==> config.mk <==
export PLATFORM = sky130hd
export DESIGN_NAME = bpred_update_scheduler
export DESIGN_NICKNAME = d
export VERILOG_FILES = /design/src/rtl/bpred_update_scheduler_pkg.sv /design/src/rtl/bpred_update_fifo.sv /design/src/rtl/bpred_update_scheduler.sv
export SDC_FILE = /design/constraint.sdc
export NUM_CORES = 1
export LEC_CHECK = 0
export CORE_MARGIN = 1
export CORE_UTILIZATION = 34
export CTS_CLUSTER_SIZE = 28
export DETAILED_ROUTE_END_ITERATION = 7
export PLACE_DENSITY_LB_ADDON = 0.05
export SYNTH_ARGS = -nofsm -noshare
export SYNTH_HDL_FRONTEND = slang
export SYNTH_HIERARCHICAL = 1
export SYNTH_SLANG_ARGS = --single-unit
==> constraint.sdc <==
create_clock -name clk -period 7.9 [get_ports clk]
set_clock_uncertainty 0.1 [all_clocks]
set_input_delay 1.58 -clock clk [delete_from_list [all_inputs] [get_ports clk]]
set_output_delay 1.58 -clock clk [all_outputs]
set_load 0.02 [all_outputs]
==> src/rtl/bpred_update_scheduler_pkg.sv <==
// Shared types for the local-history predictor update path: BrInfo record, scheduler state, table index width.
// Also holds the saturating 16-bit add used by the drop counter.
package bpred_update_scheduler_pkg;

    localparam int BPRED_INDEX_W = 15;

    typedef logic [31:0] Addr;

    typedef struct packed {
        logic valid;
        Addr  pc;
        logic taken;
        logic mispred;
    } BrInfo;

    typedef enum logic {CLEAR, RUN} sched_state_t;

    function automatic logic [15:0] sat_add16(input logic [15:0] a, input logic [15:0] b);
        logic [16:0] s;
        s = {1'b0, a} + {1'b0, b};
        return s[16] ? 16'hFFFF : s[15:0];
    endfunction

endpackage

==> src/rtl/bpred_update_fifo.sv <==
// Dual-push / single-pop BrInfo FIFO with flush; pushes land one cycle later, head is combinational.
// No internal backpressure: the caller never pushes more entries than DEPTH - count.
module bpred_update_fifo
    import bpred_update_scheduler_pkg::*;
#(
    parameter int DEPTH = 4
) (
    input  logic                     clk,
    input  logic                     reset,
    input  logic                     push_a,
    input  BrInfo                    a_dat,
    input  logic                     push_b,
    input  BrInfo                    b_dat,
    input  logic                     pop,
    input  logic                     flush,
    output BrInfo                    head,
    output logic [$clog2(DEPTH):0]   count
);
    localparam int PW = $clog2(DEPTH);
    localparam int CW = PW + 1;

    BrInfo          mem [DEPTH];
    logic [PW-1:0]  wr_ptr;
    logic [PW-1:0]  rd_ptr;
    logic [PW-1:0]  wr_ptr_b;
    logic [CW-1:0]  n_push;
    logic           do_pop;

    // A always takes the first free slot so a same-cycle pair stays in A, B order.
    assign wr_ptr_b = wr_ptr + PW'(push_a);
    assign n_push   = CW'(push_a) + CW'(push_b);
    assign do_pop   = pop && (count != '0);
    assign head     = mem[rd_ptr];

    always_ff @(posedge clk) begin
        if (!flush) begin
            if (push_a) mem[wr_ptr]   <= a_dat;
            if (push_b) mem[wr_ptr_b] <= b_dat;
        end
    end

    always_ff @(posedge clk or posedge reset) begin
        if (reset) begin
            wr_ptr <= '0;
            rd_ptr <= '0;
            count  <= '0;
        end else if (flush) begin
            wr_ptr <= '0;
            rd_ptr <= '0;
            count  <= '0;
        end else begin
            wr_ptr <= wr_ptr + PW'(n_push);
            rd_ptr <= rd_ptr + PW'(do_pop);
            count  <= count + n_push - CW'(do_pop);
        end
    end

endmodule

==> src/rtl/bpred_update_scheduler.sv <==
// Merges execute (A) and commit (B) BrInfo updates into one registered predictor port; FIFO entry to upd in one cycle.
// Ready is a function of state, occupancy and priority only; table sweeps block both sources.
module bpred_update_scheduler
    import bpred_update_scheduler_pkg::*;
#(
    parameter int DEPTH       = 4,
    parameter int WIDTH_INDEX = BPRED_INDEX_W
) (
    input  logic                   clk,
    input  logic                   reset,
    input  BrInfo                  brinfo_a,
    output logic                   a_ready,
    input  BrInfo                  brinfo_b,
    output logic                   b_ready,
    input  logic                   clear_req,
    output BrInfo                  upd,
    output logic                   clear_valid,
    output logic [WIDTH_INDEX-1:0] clear_index,
    output logic                   busy,
    output logic [15:0]            dropped
);
    localparam int CW = $clog2(DEPTH) + 1;

    sched_state_t           state;
    logic [WIDTH_INDEX-1:0] index;
    logic                   prio_b;
    logic [CW-1:0]          count;
    logic [CW-1:0]          free;
    logic                   run;
    logic                   push_a;
    logic                   push_b;
    logic                   pop;
    logic                   flush;
    BrInfo                  head;

    // With a single slot left only the source holding priority may take it.
    assign run     = (state == RUN);
    assign free    = CW'(DEPTH) - count;
    assign a_ready = run && ((free >= CW'(2)) || ((free == CW'(1)) && !prio_b));
    assign b_ready = run && ((free >= CW'(2)) || ((free == CW'(1)) && prio_b));
    assign push_a  = brinfo_a.valid && a_ready;
    assign push_b  = brinfo_b.valid && b_ready;
    assign pop     = run && !clear_req;
    assign flush   = run && clear_req;

    assign clear_valid = (state == CLEAR) && !reset;
    assign clear_index = index;
    assign busy        = (state == CLEAR);

    bpred_update_fifo #(.DEPTH(DEPTH)) u_fifo (
        .clk    (clk),
        .reset  (reset),
        .push_a (push_a),
        .a_dat  (brinfo_a),
        .push_b (push_b),
        .b_dat  (brinfo_b),
        .pop    (pop),
        .flush  (flush),
        .head   (head),
        .count  (count)
    );

    always_ff @(posedge clk or posedge reset) begin
        if (reset) begin
            state   <= CLEAR;
            index   <= '0;
            prio_b  <= 1'b0;
            dropped <= '0;
            upd     <= '0;
        end else begin
            case (state)
                CLEAR: begin
                    upd <= '0;
                    if (clear_req) begin
                        index <= '0;
                    end else if (index == '1) begin
                        state <= RUN;
                        index <= '0;
                    end else begin
                        index <= index + 1'b1;
                    end
                end
                RUN: begin
                    if ((push_a || push_b) && (free == CW'(1)))
                        prio_b <= !prio_b;
                    if (clear_req) begin
                        // Entries accepted this cycle are flushed with the rest and counted.
                        state   <= CLEAR;
                        index   <= '0;
                        upd     <= '0;
                        dropped <= sat_add16(dropped, 16'(count) + 16'(push_a) + 16'(push_b));
                    end else begin
                        upd <= (count != '0) ? head : '0;
                    end
                end
                default: state <= CLEAR;
            endcase
        end
    end

endmodule

==> impl_results.md, run 1 <==
- CP Cell Sequence: inv_1 > ha_1 > ha_1 > nor3b_1 > o21ai_0 > and2_1 > clkdlybuf4s50_1
- Worst-path fanout max: 5
- Pwr Total: 2.76 mW
- Max incr delay on CP: 0.53 ns
- Final worst path period share: 0.568
- Initial core utilization: 0.348
- Vias: 6328
- Post-route DRC: 0
- Floorplan Core Area: 0.0300 mm^2
- Synth Instances: 679
- Vias in the first global route: 6924
- Count of cell types in the netlist: 60
- Rows: 63
- # Max-Cap Violations: 0
- First-pass GRT wire length: 39800 um
- Worst slew pin tran: 1.07 ns
- CTS tree: built
- Post-CTS Setup Inserts: 0
- WL per Instance: 20.9 um
- Post-CTS Hold Fix Bufs: 0
- Worst hold path class: reg -> reg
- Final Setup Violations: 0
- Yosys Warn Count: 6
- Die Area: 0.0314 mm^2
- Die Y: 177 um
- Root buffer cell: clkbuf_16
- Synth-to-layout area growth: 25.3%
- Remaining global-route overflow: 0
- Ant. Diodes: 0
- Die width: 177 um
- #FFs+latches synth: 215
- Global-route usage over all layers: 0.168
- Initial antenna violation count: 2
- Sequential area share after synthesis: 0.583
- Number of synthesized flops with an enable pin: 140
- Worst-path cell with the longest stage delay: clkdlybuf4s50_1
- Fin. Hold Viols: 0
- FMAX: 223 MHz
- Worst Setup Path Type: reg -> out
- Min Tclk post-route: 4.49 ns
- Peak VDD IR: 131 uV
- Vias per cell: 5.12
- Port bufs: 142
- Status: finished, final reports clean
- Mapped Avg Cell Area: 15.4 um^2
- Top FF cell, synth: edfxtp_1
- Setup TNS: 0 ns
- Post-synth ARST share: 0.349
- Power Density: 211 mW/mm^2
- RSZ-0062 raised after global routing: no
- Arrival time at the worst endpoint: 2.81 ns
- Clock insertion delay at the later pin of the skew report: 0.53 ns
- Drt first pass iters: 4
- Setup crit end kind: output port
- Clock buffer depth: 3
- Syn Nets: 773
- # IOs: 143
- Num Clock Sinks: 215
- Clock transition at the registers of the reported paths: 0.05 ns
- Lkg Pwr: 4.76 nW
- WL final: 25800 um
- Nets: 920
- Largest net degree at the start of global routing: 69
- Placed wire-length estimate: 15300 um
- Cell area after synthesis: 0.0104 mm^2
- H-tree Lvls: 1
- Iter 0 DRT Violations: 355
- GP Congestion: 0.796
- Antenna Nets Post-Route: 0
- Relative slew margins: 0.287
- Post_cts resized: 0
- Crit start category: flip-flop
- CP most frequent cell: ha_1
- WP data required: 6.22 ns
- Final slew viol count: 0
- Number of CTS-inserted buffers: 26
- Ratio of cells with drive above 1 in the final layout: 0.290
## cells by family (layout without fill, tap and decap cells)
| group | count (synthesis) | after routing | synth area share |
|---|---|---|---|
| simple gates | 140 | 140 | 0.0808 |
| mux | 179 | 179 | 0.231 |
| flops | 215 | 215 | 0.583 |
| buf+inv | 50 | 216 | 0.0264 |
| fa+ha+maj | 21 | 21 | 0.0273 |
| compound gates | 62 | 62 | 0.0417 |
| xor+xnor | 12 | 12 | 0.0101 |
## cell type report
class                   instances  area, um^2
fillers                      2711       16900
flip-flops and latches        215        6090
multi-input cells             414        4110
repair buffers                151        1490
clock buffers                  38         726
well taps                     390         488
clock inverters                 9         109
inverters                      18        68.8
## registers in the layout (all words and copies together) (netlist names)
name           flops
u_fifo/mem       140
upd               35
dropped           16
clear_index       15
u_fifo/count       3
u_fifo/rd_ptr      2
u_fifo/wr_ptr      2
prio_b             1
run                1
## through the flow
stage                     setup WS, ns  cell area [um^2]  hold slack (ns)  cells   util
final                             3.41             13100            0.413   1235  0.436
after global routing              3.19             13100            0.444   1235  0.436
after CTS                         3.40             13100            0.407   1235  0.436
after detailed placement          3.06             12200            0.399   1188  0.409
after global placement            3.13             12200            0.391   1188  0.409
after floorplan                   1.40             10400            0.363    679      -
## Yosys cell counts (all sizes together) (3+ instances only)
master	n	share of area
nand2	14	0.0055
a31oi	4	0.0024
fa	3	0.0058
clkbuf	11	0.0040
nor2b	4	0.0024
nand3	16	0.0089
inv	18	0.0065
and4	4	0.0034
o31ai	5	0.0036
o21a	3	0.0022
ha	18	0.022
a21oi	13	0.0062
nor2	17	0.0071
o311ai	3	0.0025
xnor2	9	0.0076
or3	6	0.0041
and3	10	0.0061
xor2	3	0.0025
nand4	7	0.0042
nor3	7	0.0038
nor4	6	0.0050
mux2	144	0.16
mux4	35	0.076
and2	39	0.023
edfxtp	140	0.40
buf	21	0.016
o41ai	4	0.0041
o21ai	11	0.0053
a21o	4	0.0029
dfrtp	75	0.18
## worst max-delay path, delay by kind of cell (launching register included)
kind	cells	cell delay [ns]
DFF	1	0.45
AOI/OAI and AO/OA	1	0.20
and+or+nand+nor	2	0.47
buffers and inverters	2	0.63
adders and majority gates	2	0.54
## routing by layer
metal / track usage / share of wire
met5: 0 / 0.00043
met4: 0.0384 / 0.016
met3: 0.0344 / 0.047
met2: 0.290 / 0.50
met1: 0.215 / 0.44
## final timing paths
| path | from | to | slack (ns) | depth (start not counted) |
|---|---|---|---|---|
| max | u_fifo/count[0] | a_ready | 3.41 | 7 |
| min | prio_b | prio_b | 0.41 | 1 |
| max reg2reg | u_fifo/count[0] | u_fifo/mem[0][27] | 3.72 | 12 |
| min reg2reg | prio_b | prio_b | 0.41 | 1 |
| max in group asynchronous | reset | upd[25] | 5.40 | 3 |
| min in group asynchronous | reset | u_fifo/count[1] | 1.30 | 2 |
## cells in the final DEF (no fill, tap or decap), types with 11 or more instances in the layout
cell type,netlist,routed
nand3_1,15,15
ha_1,18,18
a21oi_1,13,13
dfrtp_1,75,73
mux4_2,35,35
inv_1,18,17
nand2_1,12,12
mux2_2,142,142
o21ai_0,11,11
edfxtp_1,140,140
clkbuf_16,0,26
and2_1,39,39
nor2_1,15,14
clkdlybuf4s50_1,0,142
## power breakdown
| part | internal [mW] | switching, mW | total, mW |
|---|---|---|---|
| sequential | 1.22 | 0.0556 | 1.28 |
| combinational | 0.182 | 0.139 | 0.321 |
| clock | 0.701 | 0.465 | 1.17 |
| total | 2.10 | 0.659 | 2.76 |
Power figures use the tool's default switching activity.
==> run 2: changes to the inputs <==
Clock period 7.9 ns to 4.2 ns, I/O delays scaled along.
==> run 2 against run 1 <==
Die area unchanged. Power up 88%. Worst setup slack worse by 3.2 ns. Sequential share of layout area down 0.72 points. Cell count up 1.5%. Clock power up 88%.
==> impl_results.md, run 2 (synthesized netlist as in run 1, its figures left out) <==
- WP data required: 4.51 ns
- Status: finished, final reports clean
- Largest net degree at the start of global routing: 41
- Final Setup Violations: 0
- Most frequent cells in the layout: mux2_2, clkdlybuf4s50_1, edfxtp_1
- Synth-to-layout area growth: 27.3%
- Fin. Hold Viols: 0
- Top flop regs: u_fifo/mem: 140 flops, upd: 35 flops, dropped: 16 flops
- WL per Instance: 21.1 um
- Relative slew margins: 0.428
- Pwr Total: 5.21 mW
- Hold EP: prio_b
- CTS tree: built
- M2 GR Usage: 0.303
- Non-filler instance count after layout: 1254
- RSZ-0062 raised after global routing: no
- Clock transition at the registers of the reported paths: 0.06 ns
- Initial core utilization: 0.348
- Vias: 6403
- Floorplan Core Area: 0.0300 mm^2
- Nets: 938
- Remaining global-route overflow: 0
- GP Congestion: 0.774
- Global-route usage over all layers: 0.172
- Ant. Diodes: 0
- Iter 0 DRT Violations: 384
- Drt first pass iters: 4
- Worst-path fanout max: 9
- Min Tclk post-route: 3.96 ns
- Die Y: 177 um
- GRT met1 Usage: 0.214
- Lkg Pwr: 4.87 nW
- Worst Setup Path Type: reg -> reg
- Setup crit end kind: flip-flop
- # IOs: 143
- Die Area: 0.0314 mm^2
- Hold path cells: 1
- Crit start category: flip-flop
- FMAX: 252 MHz
- Initial antenna violation count: 3
- Post-route DRC: 0
- H-tree Lvls: 1
- Clock insertion delay at the later pin of the skew report: 0.53 ns
- Die width: 177 um
- Number of CTS-inserted buffers: 26
- DP Area: 0.0124 mm^2
- Peak VDD IR: 258 uV
- Post-CTS Hold Fix Bufs: 0
- R2R cell count: 13
- R2R Path End: dropped[14]
- Hold Crit Start: prio_b
- Worst slew pin tran: 0.859 ns
- R2r setup slk: 0.24 ns
- Port bufs: 142
- Max reg flops: 140
- Final worst path period share: 0.943
- Worst hold path class: reg -> reg
- DP Cell Count: 1205
- First-pass GRT wire length: 40400 um
- WL final: 26500 um
- Arrival time at the worst endpoint: 4.27 ns
- Root buffer cell: clkbuf_16
- Final slew viol count: 0
- # Max-Cap Violations: 0
- Antenna Nets Post-Route: 0
- Clock buffer depth: 3
- Vias per cell: 5.11
- Power Density: 392 mW/mm^2
- Reg-to-reg startpoint: u_fifo/count[0]
- Placed wire-length estimate: 16600 um
- Met3 usage: 0.0361
- Vias in the first global route: 6779
- Rows: 63
- Final Cell Area: 0.0133 mm^2
- Gr busiest metal: met2
- Largest Register: u_fifo/mem
- Ratio of cells with drive above 1 in the final layout: 0.302
- Num Clock Sinks: 215
run 2: worst max-delay path by stage:
stage	startpoint	to	slack, ns	cells after the start
after floorplan	u_fifo/count[0]	u_fifo/mem[0][0]	-1.58	8
after global placement	brinfo_b[34]	dropped[4]	0.20	9
after detailed placement	brinfo_b[34]	dropped[5]	0.12	9
after CTS	u_fifo/count[0]	dropped[5]	0.14	13
after global routing	u_fifo/count[0]	dropped[15]	0.07	13
final	u_fifo/count[0]	dropped[14]	0.24	13
run 2: per-stage QoR:
step                       util  setup WS [ns]  hold WS [ns]  setup TNS (ns)
after floorplan               -          -1.58         0.363         -110.70
after global placement    0.415          0.200         0.397               0
after detailed placement  0.415          0.120         0.410               0
after CTS                 0.443          0.139         0.418               0
after global routing      0.443         0.0650         0.463               0
final                     0.443          0.239         0.421               0
run 2: timing repair:
action	CTS	global route
setup buffers	0	1
setup endpoints to repair	0	11
gates resized for setup	0	0
run 2: power by group:
group | total, mW | internal, mW | switching (mW) | leakage (nW)
registers | 2.41 | 2.30 | 0.106 | 2.28
logic | 0.602 | 0.345 | 0.257 | 2.18
clock network | 2.20 | 1.33 | 0.865 | 0.411
total | 5.21 | 3.98 | 1.23 | 4.87
run 2: critical path: stages, from the launching register on:
cell	delay, ns
dfrtp_1	0.44
inv_1	0.09
ha_1	0.20
ha_1	0.34
nor3b_1	0.25
a21oi_1	0.14
and2_1	0.24
fa_1	0.45
ha_1	0.23
fa_1	0.42
a21o_1	0.19
a21o_1	0.28
nand4_1	0.14
mux2_2	0.33
run 2: final cells by class:
| type | count | area, um^2 |
|---|---|---|
| clock buffers | 39 | 739 |
| clock inverters | 9 | 103 |
| fillers | 2747 | 16700 |
| inverters | 18 | 68.8 |
| multi-input cells | 414 | 4110 |
| flip-flops and latches | 215 | 6090 |
| well taps | 390 | 488 |
| repair buffers | 169 | 1690 |
run 2: layer usage:
layer	up-vias	routed length (um)
met5	-	23
met4	4	427
met3	36	1370
met2	142	13200
met1	3261	11500
li1	2960	-
